### config.mk
export PLATFORM = sky130hd
export DESIGN_NAME = clz_norm_seq
export DESIGN_NICKNAME = d
export VERILOG_FILES = /design/src/rtl/clz_norm_seq.sv
export SDC_FILE = /design/constraint.sdc
export NUM_CORES = 1
export LEC_CHECK = 0
export ABC_AREA = 1
export CAP_MARGIN = 40
export CORE_ASPECT_RATIO = 0.5
export CORE_UTILIZATION = 32
export CTS_CLUSTER_SIZE = 12
export DETAILED_ROUTE_END_ITERATION = 12
export PLACE_DENSITY = 0.54
export SLEW_MARGIN = 15
export SYNTH_ARGS = -nofsm -noshare
export SYNTH_HDL_FRONTEND = slang
export SYNTH_SLANG_ARGS = --single-unit
### constraint.sdc
create_clock -name clk -period 5.2 [get_ports clk]
set_input_delay 0.52 -clock clk [delete_from_list [all_inputs] [get_ports clk]]
set_output_delay 0.52 -clock clk [all_outputs]
set_load 0.1 [all_outputs]
### src/rtl/clz_norm_seq.sv
// clz_norm_seq: sequenced 32-bit leading-zero count and normalize unit.
//
// One shared clz_16 is time-multiplexed over the upper half of the latched
// operand and, only when that half is all zeros, over the lower half. The
// operand is then left-shifted so that bit 31 is set. The result is returned
// together with its leading-zero count.
//
// Handshakes (both sides): a transfer happens on a rising edge where valid
// and ready are both high. The producer holds valid and data until that
// edge. in_ready is high only in IDLE. out_valid is high only in DONE, and
// out_* stay stable for as long as it is high.
//
// Ports:
//   clk, reset          clock; synchronous active-high reset
//   in_valid/in_ready   operand handshake, in_data[31:0] operand
//   out_valid/out_ready result handshake
//   out_data[31:0]      normalized operand (0 for a zero operand)
//   out_count[5:0]      leading-zero count, 0..32
//   out_zero            operand was zero (out_count == 32)
//   busy                FSM is not in IDLE (observable state indicator)

module clz_16 (
  input  logic [15:0] data,
  output logic [4:0]  count
);
  // The highest set bit is visited last and wins. A zero input gives 16.
  always_comb begin
    count = 5'd16;
    for (int i = 0; i < 16; i++) begin
      if (data[i]) count = 5'(15 - i);
    end
  end
endmodule

module clz_norm_seq (
  input  logic        clk,
  input  logic        reset,
  input  logic        in_valid,
  output logic        in_ready,
  input  logic [31:0] in_data,
  output logic        out_valid,
  input  logic        out_ready,
  output logic [31:0] out_data,
  output logic [5:0]  out_count,
  output logic        out_zero,
  output logic        busy
);

  typedef enum logic [2:0] {
    S_IDLE  = 3'd0,
    S_HI    = 3'd1,
    S_LO    = 3'd2,
    S_SHIFT = 3'd3,
    S_DONE  = 3'd4
  } state_t;

  state_t      state;
  state_t      state_next;
  logic [31:0] operand;
  logic [5:0]  cnt;
  logic [15:0] clz_in;
  logic [4:0]  clz_cnt;

  // The single shared counter, fed by a state-selected half of the operand.
  always_comb begin
    clz_in = 16'h0000;
    case (state)
      S_HI:    clz_in = operand[31:16];
      S_LO:    clz_in = operand[15:0];
      default: clz_in = 16'h0000;
    endcase
  end

  clz_16 u_clz (
    .data  (clz_in),
    .count (clz_cnt)
  );

  // Next-state logic. Bit 4 of the clz result is set only for a count of 16,
  // which means the upper half is all zeros.
  always_comb begin
    state_next = state;
    case (state)
      S_IDLE:  if (in_valid) state_next = S_HI;
      S_HI:    state_next = clz_cnt[4] ? S_LO : S_SHIFT;
      S_LO:    state_next = S_SHIFT;
      S_SHIFT: state_next = S_DONE;
      S_DONE:  if (out_ready) state_next = S_IDLE;
      default: state_next = S_IDLE;
    endcase
  end

  always_ff @(posedge clk) begin
    if (reset) begin
      state     <= S_IDLE;
      operand   <= 32'h0;
      cnt       <= 6'd0;
      out_data  <= 32'h0;
      out_count <= 6'd0;
      out_zero  <= 1'b0;
    end else begin
      state <= state_next;
      case (state)
        S_IDLE: if (in_valid) operand <= in_data;
        S_HI:   if (!clz_cnt[4]) cnt <= {1'b0, clz_cnt};
        S_LO:   cnt <= 6'd16 + {1'b0, clz_cnt};
        S_SHIFT: begin
          // A shift by 32 does not fit cnt[4:0], so the zero case is explicit.
          out_data  <= (cnt == 6'd32) ? 32'h0 : (operand << cnt[4:0]);
          out_count <= cnt;
          out_zero  <= (cnt == 6'd32);
        end
        default: ;
      endcase
    end
  end

  // Both handshake outputs are gated by reset so that they read low while
  // reset is held, even before the first edge has been sampled.
  assign in_ready  = (state == S_IDLE) && !reset;
  assign out_valid = (state == S_DONE) && !reset;
  assign busy      = (state != S_IDLE);

endmodule

==> key figures, run 1 <==
Floorplanning
  – Die height: 85.5 um
  – Die area: between 10000 and 15000 um2
  – Row cnt: 30
  – Total I/O pin count: 78
  – Starting Density: 0.328
  – Horiz. Die Dim: approximately 170 um
  – Core area: about 14000 um2

Placed design
  – Worst slack, placed: roughly 2.5 ns
  – Dpl hpwl: ~10000 um
  – RD Place Congestion: just under 0.9
  – I/O Buffers: 77

Route
  – Drt first-iter violations: about 370
  – Via count: between 4000 and 5000
  – Final ANT Viol Nets: 0
  – DR pass1 iterations: 5
  – Drt wl/cell: between 10 and 15 um
  – Final WL: between 10000 and 15000 um
  – Residual DRC: 0
  – DR vias/cell: 4.89

Synthesis
  – Post-synth top area share: 0.359
  – Syn_nets: 700
  – Count leader, synth: nand2_1
  – Warnings, synthesis: 0
  – Cells after Synth: 664
  – FFs w/ async S/R, synth: 0
  – Number of synthesized flops with an enable pin: 0
  – Dominant cells by area after synthesis: dfxtp_1 36%, nand2_1 13%, o21ai_0 11%
  – Register area share after synthesis: 0.359
  – Post-Syn Area: approximately 4500 um2
  – Top_reg_cell synth: dfxtp_1
  – Synth Register Bits: 80
  – Yosys cell types: 38
  – Average cell area after synthesis: about 6.7 um2
  – Dominant cell type by area after synthesis: dfxtp_1
  – Commonest cells post-synth: 158 x nand2_1, 96 x o21ai_0, 80 x dfxtp_1

Timing
  – Final setup violation count: 0
  – RSZ-0062 raised after global routing: false
  – Relative slew slack: 0.461
  – Slew Limit Fails: 0
  – Hold_ws: 0.462 ns
  – Final worst slack: about 2.5 ns
  – Fin Setup TNS: 0 ns
  – Fin. Hold Viols: 0
  – Slew @ Worst Pin: 0.807 ns
  – Final Cycle Share: 0.526
  – Final Skew: about 0.0053 ns
  – Fmax: roughly 0.37 GHz
  – Final min period: ~2.7 ns

Power and ir drop
  – Logic pwr share: 0.559
  – Peak VDD IR: 0.171 mV
  – Clk pwr share: 0.195
  – Pint: 1.79 mW
  – Sequential group share of total power: 0.246
  – Switching power: between 1.5 and 2 mW
  – Pleak: roughly 2.5 nW
  – Pwr/cell area: ~550 nW/um2
  – Sw frac: 0.483
  – Tot Pwr: around 3.5 mW

Final layout
  – Finished Core Util: 0.464
  – Final net count: 792
  – Layout cells sized above 1: 0.102
  – N_diodes: 0
  – Synth-to-Final Area Change: 41.3%

Critical path
  – Endpoint type of the worst setup path: output port
  – Critical R2R Capture: out_data[31]
  – Internal reg-to-reg setup slack: roughly 2.5 ns
  – CP endpoint: out_valid
  – Crit. Startpoint: reset
  – Req. time, crit path: around 4.7 ns
  – Cell count of the worst reg-to-reg path: 7
  – Worst setup SP type: primary input
  – Critical path arrival: 2.22 ns
  – CP Max Fanout: 12
  – Crit Path Class: primary input to output port
  – Critical R2R Launch: cnt[1]

Clocking
  – Clock Tree Buf Depth: 2
  – Num CTS Buffers: 9
  – Cts hold-fix bufs: 0
  – Worst-skew pair later-pin latency: about 0.33 ns
  – Clock Sinks: 80
  – CTS tree: yes
  – H-tree Lvls: 3
  – Post-CTS Setup Inserts: 0
  – Post-cts gate resize count: 0
  – Reg clk slew, reported paths: around 0.06 ns
  – Clock Tree Root: clkbuf_16

Flow run
  – Max_cap viols: 0

Outcome
  – Status: completed

Global routing
  – Vias in the first global route: 4140
  – First-pass GRT wire length: between 20000 and 25000 um
  – Total GRT Usage: 0.196
  – Largest net degree at the start of global routing: between 60 and 70
  – Initial antenna violation count: 0
  – GR Overflow Total: 0

Worst hold path
  – Min-delay worst type: register to register
[final cells by class]
class | instances | area [um2]
flip-flops and latches | 80 | 1600
clock inverters | 3 | 65.1
clock buffers | 13 | 250
inverters | 75 | 284
repair buffers | 125 | 1470
multi-input cells | 465 | 2390
well taps | 192 | 240
fillers | 1396 | 7280
[flip-flops by register name (all words and copies together), names as in the netlist]
register	cells
out_data	32
out_count	6
cnt	6
operand	32
state	3
out_zero	1
[worst min path at each step]
stage | from | to | cells after the start
after floorplan | cnt[5] | out_count[5] | 2
after global placement | out_data[11] | out_data[11] | 2
after detailed placement | out_data[26] | out_data[26] | 2
after CTS | out_data[26] | out_data[26] | 2
after global routing | out_data[5] | out_data[5] | 2
final | out_data[26] | out_data[26] | 2
[cell usage in the layout (no fill, tap or decap), types with 2 or more instances in the layout]
master / synthesis / routed
nand2_1: 158 / 158
o21ai_0: 96 / 96
dfxtp_1: 80 / 80
clkdlybuf4s50_1: 0 / 77
a21oi_1: 75 / 75
inv_1: 64 / 64
buf_8: 0 / 43
nor2_1: 28 / 28
mux2i_1: 22 / 22
o22ai_1: 20 / 20
o211ai_1: 16 / 16
clkbuf_16: 0 / 9
nand3_1: 9 / 8
inv_2: 7 / 7
nand4_1: 5 / 5
o21ai_1: 5 / 5
buf_4: 0 / 4
clkinv_1: 3 / 3
nor3_1: 3 / 3
a31oi_1: 3 / 3
a22oi_1: 3 / 3
o221ai_1: 3 / 3
clkbuf_1: 28 / 3
nand3_2: 1 / 2
nor2_4: 2 / 2
o2111ai_1: 2 / 2
a211o_1: 2 / 2
or2_1: 2 / 2
bufinv_16: 0 / 2
[cell families (layout without fill, tap and decap cells)]
group	count (synthesis)	in the layout	share of synthesized area
compound gates	228	228	0.280
simple gates	215	215	0.205
buf+inv	119	216	0.107
flops	80	80	0.359
mux	22	22	0.0493
[metal layers]
layer  track usage  part of all wire  vias up
li1              -                 -     2419
met1         0.313              0.56     2084
met2         0.263              0.38      151
met5             0                 0        -
met3        0.0383             0.057        9
met4        0.0426            0.0087        0
[per-stage QoR]
step,cell area [um2],cells
5_1_grt,6300,953
2_1_floorplan,4460,664
3_5_place_dp,5990,937
3_3_place_gp,5320,893
6_report,6300,953
4_1_cts,6300,953
[critical path: stages]
cell,delay (ns)
clkdlybuf4s50_1,0.64
nor4_1,0.28
clkdlybuf4s50_1,0.56
buf_8,0.20
[power groups by stage]
stage | logic (mW) | clock network, mW | registers [mW]
global route | 2.10 | 0.718 | 0.869
CTS | 1.91 | 0.692 | 0.848
detailed placement | 1.91 | 0 | 0.860
floorplan | 1.11 | 0 | 1.08
global placement | 1.74 | 0 | 0.874
finish | 1.93 | 0.675 | 0.849
Power figures use the tool's default switching activity.
==> inputs of run 2 (changes only) <==
Clock period 5.2 ns to 2.8 ns, I/O delays scaled along.
==> run 2 against run 1 <==
Net effect: non-clock buffer count fell by 33; first-iteration DRC count is 26% higher; largest cell class unchanged; design area decreased by 11%; sequential share of layout area grew 3.0 points; critical endpoint is now out_data[28]; worst hold slack gained 0.0037 ns.
==> key figures, run 2 (synthesis results as in run 1) <==
Clocking
  – Num CTS Buffers: 9 (unchanged)
  – Post-cts gate resize count: 0 (unchanged)
  – Cts hold-fix bufs: 0 (unchanged)
  – Worst-skew pair later-pin latency: 0.34 ns (about the same)
  – Clock Sinks: 80 (unchanged)
  – CTS tree: yes
  – H-tree Lvls: 3 (unchanged)
  – Post-CTS Setup Inserts: 0 (unchanged)
  – Reg clk slew, reported paths: 0.06 ns (about the same)
  – Clock Tree Root: clkbuf_16
  – Clock Tree Buf Depth: 2 (unchanged)

Route
  – DR pass1 iterations: 5 (unchanged)
  – Drt wl/cell: 15.8 um (+8.4%)
  – Drt first-iter violations: 461 (+26%)
  – Final WL: 14500 um (+4.6%)
  – Via count: 4619 (-0.94%)
  – DR vias/cell: 5.02 (+2.6%)
  – Final ANT Viol Nets: 0 (unchanged)
  – Residual DRC: 0 (unchanged)

Critical path
  – Cell count of the worst reg-to-reg path: 9 (+2)
  – Worst Path Buf+Inv: 4 (+1)
  – Crit path cell chain: buf_4 > inv_1 > nor2_1 > inv_1 > o22ai_1 > a21oi_1 > o221ai_1 > nand2_1 > inv_1
  – Worst setup SP type: register
  – WP depth: 9 (+5)
  – Critical path arrival: 2.43 ns (+0.21 ns)
  – Endpoint type of the worst setup path: register
  – Req. time, crit path: 3.04 ns (-1.64 ns)
  – Cell family with most CP delay: buffers and inverters
  – Slowest cell delay on critical path: 0.59 ns (-0.05 ns)
  – Crit Path Class: register to register
  – Critical Path Slowest Stage Cell: inv_1
  – CP Max Fanout: 23 (+11)
  – Worst path most repeated cell: inv_1

Floorplanning
  – Core area: 13600 um2 (unchanged)
  – Die height: 85.5 um (unchanged)
  – Row cnt: 30 (unchanged)
  – Horiz. Die Dim: 169 um (unchanged)
  – Starting Density: 0.328 (unchanged)
  – Die area: 14500 um2 (unchanged)
  – Total I/O pin count: 78 (unchanged)

Timing
  – Final min period: between 2 and 2.5 ns
  – Final worst slack: 0.610 ns (-1.85 ns)
  – Slew @ Worst Pin: 0.792 ns (-0.0154 ns)
  – Final Skew: 0.00708 ns (+0.00177 ns)
  – RSZ-0062 raised after global routing: false
  – Relative slew slack: 0.471 (+0.0104)
  – Final Cycle Share: 0.782
  – Slew Limit Fails: 0 (unchanged)
  – Final setup violation count: 0 (unchanged)
  – Fmax: 0.457 GHz
  – Hold_ws: 0.465 ns (+0.00369 ns)
  – Fin. Hold Viols: 0 (unchanged)
  – Fin Setup TNS: 0 ns (unchanged)

Power and ir drop
  – Sw frac: 0.507 (+0.0244)
  – Tot Pwr: 6.14 mW (+78%)
  – Pint: 3.03 mW (+69%)
  – Clk pwr share: 0.189 (-0.006)
  – Peak VDD IR: 0.365 mV (+110%)
  – Pwr/cell area: 1090 nW/um2 (+99%)
  – Logic pwr share: 0.557 (-0.002)
  – Pleak: 2.25 nW (-8.1%)
  – Switching power: 3.12 mW (+87%)
  – Sequential group share of total power: 0.254 (+0.008)

Final layout
  – Biggest regs: operand x32, out_data x32
  – N_diodes: 0 (unchanged)
  – Most frequent cells in the layout: 158 x nand2_1, 96 x o21ai_0, 80 x dfxtp_1
  – Synth-to-Final Area Change: 26.2%
  – # fillers: 1458 (+4.4%)
  – Finished Core Util: 0.414 (-0.0496)
  – Area of all placed cells without fillers: 5630 um2 (-11%)
  – Commonest non-fill, non-tap cell in the layout: nand2_1
  – Post-route insts no fill: 920 (-3.5%)
  – Final net count: 759 (-4.2%)
  – Layout cells sized above 1: 0.124 (+0.0211)

Placed design
  – Dpl hpwl: 11100 um (+5.7%)
  – Placed Area: 5340 um2 (-11%)
  – RD Place Congestion: 0.864 (-2.3%)
  – I/O Buffers: 77 (unchanged)
  – Cell total after placement: 904 (-3.5%)
  – Worst slack, placed: 0.653 ns (-1.81 ns)

Global routing
  – Vias in the first global route: 4050 (-2.2%)
  – Initial antenna violation count: 0 (unchanged)
  – First-pass GRT wire length: 23100 um (+3.5%)
  – GR Overflow Total: 0 (unchanged)
  – Largest net degree at the start of global routing: 36 (-45%)
  – Total GRT Usage: 0.206 (+0.00938)

Worst hold path
  – Min-delay worst type: register to register
  – Hold depth: 2 (unchanged)

Outcome
  – Status: completed

Flow run
  – Max_cap viols: 0 (unchanged)
-- run 2: cell count changes in the layout (fill, tap and decap cells not counted), sizes merged --
| cell | before | now |
|---|---|---|
| buf | 48 | 57 |
| clkdlybuf4s50 | 77 | 35 |
| bufinv | 2 | 1 |
| clkbuf | 13 | 11 |
| clkinvlp | 0 | 3 |
-- run 2: metal layers --
metal / wire [um] / track usage
met5: 0 / 0
met2: 5480 / 0.267
met1: 8100 / 0.336
met4: 91 / 0.0369
met3: 862 / 0.0425
-- run 2: final cells by class --
class | count | area [um2] | area share
multi-input combinational | 465 | 2400 | 0.426
sequential | 80 | 1600 | 0.284
timing repair buffer | 92 | 816 | 0.145
inverter | 75 | 284 | 0.0504
tap | 192 | 240 | 0.0427
clock buffer | 11 | 233 | 0.0413
clock inverter | 5 | 57.6 | 0.0102
-- run 2: final timing paths --
kind	to	start	slack (ns)
setup / recovery	out_data[28]	cnt[2]	0.61
hold / removal	out_data[17]	out_data[17]	0.47
setup reg to reg	out_data[28]	cnt[2]	0.61
hold reg to reg	out_data[17]	out_data[17]	0.47
-- run 2: worst register-to-register path, stage by stage (launching register included) --
cell,delay (ns)
dfxtp_1,0.31
buf_4,0.18
inv_1,0.60
nor2_1,0.13
inv_1,0.24
o22ai_1,0.17
a21oi_1,0.21
o221ai_1,0.14
nand2_1,0.07
inv_1,0.04
-- run 2: power by group through the flow --
stage / sequential, mW / combinational (mW) / clock (mW)
finish: 1.56 / 3.42 / 1.16
global route: 1.59 / 3.72 / 1.24
CTS: 1.56 / 3.38 / 1.18
detailed placement: 1.58 / 3.37 / 0
global placement: 1.58 / 3.37 / 0
floorplan: 2.00 / 2.06 / 0
==> inputs of run 3 (changes only) <==
Settings changed: PLACE_DENSITY 0.54 to 0.56.
Clock period 2.8 ns to 1.9 ns, I/O delays scaled along.
==> run 3 against run 2 <==
Net effect: routed wire length up 7.2%; non-clock buffer count up 71; maximum frequency up 17%; sequential cell count unchanged; cell count up 7.7%; sequential power up 49%; clock-buffer cell count up 1; clock skew up 0.0021 ns; first-iteration DRC count down 10%; worst hold slack worse by 0.00051 ns; clock power up 37%; largest power group unchanged.
==> key figures, run 3 (synthesis results as in run 1) <==
Outcome
  – Status: completed

Route
  – Drt first-iter violations: 415 (-10%)
  – Final WL: 15600 um (+7.2%)
  – Drt wl/cell: 15.7 um (-0.45%)
  – Via count: 4951 (+7.2%)
  – Residual DRC: 0 (unchanged)
  – DR vias/cell: 5.00 (-0.49%)
  – DR pass1 iterations: 5 (unchanged)
  – Final ANT Viol Nets: 0 (unchanged)

Timing
  – Final min period: 1.88 ns (-0.312 ns)
  – Hold_ws: 0.465 ns (-0.000511 ns)
  – Slew @ Worst Pin: 0.580 ns (-0.212 ns)
  – RSZ-0062 raised after global routing: true
  – Final setup violation count: 0 (unchanged)
  – Fin. Hold Viols: 0 (unchanged)
  – Final Cycle Share: 0.988 (+0.206)
  – Relative slew slack: 0.613 (+0.142)
  – Final Skew: 0.00919 ns (+0.00211 ns)
  – Slew Limit Fails: 0 (unchanged)
  – Fmax: 0.533 GHz (+17%)

Floorplanning
  – Starting Density: 0.328 (unchanged)
  – Horiz. Die Dim: 169 um (unchanged)
  – Total I/O pin count: 78 (unchanged)
  – Row cnt: 30 (unchanged)
  – Die area: 14500 um2 (unchanged)
  – Die height: 85.5 um (unchanged)
  – Core area: 13600 um2 (unchanged)

Clocking
  – CTS tree: yes
  – Clock Tree Root: clkbuf_16
  – Clock Tree Buf Depth: 2 (unchanged)
  – Num CTS Buffers: 9 (unchanged)
  – H-tree Lvls: 3 (unchanged)
  – Clock Sinks: 80 (unchanged)
  – Worst-skew pair later-pin latency: 0.35 ns (about the same)
  – Reg clk slew, reported paths: 0.06 ns (about the same)

Critical path
  – Critical Path Slowest Stage Cell: dfxtp_4
  – Internal reg-to-reg setup slack: 0.02 ns (-0.59 ns)
  – Crit path cell chain: buf_12 > buf_6 > nand2_1 > o21ai_2 > mux2i_4 > mux2i_4 > a211o_1 > o211ai_1 > a21oi_1
  – Critical R2R Capture: out_data[24]
  – Cell count of the worst reg-to-reg path: 9 (unchanged)
  – CP Max Fanout: 7 (-70%)
  – Crit Path Class: register to register
  – Critical path arrival: 2.10 ns (-0.33 ns)
  – Endpoint type of the worst setup path: register
  – Worst path most repeated cell: mux2i_4
  – Critical R2R Launch: cnt[0]
  – Worst Path Buf+Inv: 2 (-2)
  – Cell family with most CP delay: compound AO/OA/AOI/OAI gates
  – Slowest cell delay on critical path: 0.38 ns (-0.21 ns)
  – Req. time, crit path: 2.12 ns (-0.92 ns)
  – Worst setup SP type: register

Final layout
  – Commonest non-fill, non-tap cell in the layout: nand2_1
  – Final net count: 830 (+9.4%)
  – Layout cells sized above 1: 0.287 (+0.163)
  – Most frequent cells in the layout: 150 x nand2_1, 114 x buf_4, 76 x dfxtp_1
  – # fillers: 1410 (-3.3%)
  – Finished Core Util: 0.490 (+0.0761)
  – N_diodes: 0 (unchanged)
  – Synth-to-Final Area Change: 49.3%
  – Biggest regs: operand x32, out_data x32

Worst hold path
  – Hold depth: 2 (unchanged)
  – Min-delay worst type: register to register
  – Worst Hold Launch: out_data[26]
  – Worst Hold End: out_data[26]

Placed design
  – I/O Buffers: 77 (unchanged)
  – Dpl hpwl: 11500 um (+3.5%)
  – RD Place Congestion: 0.876 (+1.4%)

Power and ir drop
  – Logic pwr share: 0.636 (+0.079)
  – Sw frac: 0.492 (-0.0153)
  – Pint: 5.46 mW (+80%)
  – Sequential group share of total power: 0.216 (-0.038)
  – Pwr/cell area: 1610 nW/um2 (+48%)
  – Pleak: 2.70 nW (+20%)
  – Tot Pwr: 10.7 mW (+75%)
  – Switching power: 5.29 mW (+70%)
  – Peak VDD IR: 0.556 mV (+52%)
  – Clk pwr share: 0.148 (-0.041)

Flow run
  – Max_cap viols: 0 (unchanged)

Global routing
  – First-pass GRT wire length: 23600 um (+2.3%)
  – Initial antenna violation count: 0 (unchanged)
  – Largest net degree at the start of global routing: 66 (+83%)
  – Total GRT Usage: 0.210 (+0.00472)
  – Vias in the first global route: 4258 (+5.1%)
  – GR Overflow Total: 0 (unchanged)
[run 3: cell types whose count changed in the layout (fill, tap and decap cells not counted), sizes merged]
cell | previous run | this run
buf | 57 | 127
bufinv | 1 | 0
clkbuf | 11 | 13
[run 3: metal layers]
layer  vias up  share of wire  global-route usage
li1       2500              -                   -
met1      2298           0.53               0.329
met2       137           0.41               0.293
met3        16          0.049              0.0374
met4         0         0.0094              0.0467
met5         -              0                   0
[run 3: how the worst max path moves through the flow]
| stage | startpoint | to | slack [ns] | cells past startpoint |
|---|---|---|---|---|
| 6_report | cnt[0] | out_data[24] | 0.02 | 9 |
| 5_1_grt | cnt[0] | out_data[30] | -0.06 | 12 |
| 4_1_cts | cnt[0] | out_data[19] | 0.002 | 14 |
| 3_5_place_dp | cnt[0] | out_data[28] | -0.28 | 11 |
| 3_3_place_gp | cnt[0] | out_data[28] | -0.33 | 11 |
| 2_1_floorplan | state[0] | in_ready | 0.13 | 3 |
[run 3: final cells by class]
class | instances | area [um2] | share of cell area
clock inverters | 4 | 31.3 | 0.00469
well taps | 192 | 240 | 0.0360
repair buffers | 163 | 1440 | 0.216
multi-input cells | 465 | 2800 | 0.420
inverters | 75 | 300 | 0.0451
flip-flops and latches | 80 | 1610 | 0.242
clock buffers | 12 | 236 | 0.0355
[run 3: stage by stage]
stage	cell area, um2	setup WS (ns)	setup TNS, ns	instances
2_1_floorplan	4490	0.131	0	664
3_3_place_gp	5860	-0.333	-1.56	968
3_5_place_dp	5860	-0.282	-1.82	968
4_1_cts	6240	0.00153	0	985
5_1_grt	6660	-0.0621	-0.643	991
6_report	6660	0.0223	0	991
[run 3: timing repair]
action,4_1_cts,5_1_grt
cloned,1,1
endpoints found under the setup margin,23,38
pin swaps,4,28
gates resized for setup,40,116
setup buffers,0,10
hold buffers,0,0
[run 3: worst min-delay path, stage by stage (launching register included)]
cell,delay (ns)
dfxtp_1,0.31
nand2_1,0.06
a21oi_1,0.05
[run 3: power groups by stage]
stage | Combinational [mW] | Clock, mW | Sequential [mW]
2_1_floorplan | 3.05 | 0 | 2.96
3_3_place_gp | 5.77 | 0 | 2.31
3_5_place_dp | 5.81 | 0 | 2.31
4_1_cts | 6.05 | 1.61 | 2.28
5_1_grt | 7.29 | 1.70 | 2.36
6_report | 6.83 | 1.59 | 2.32
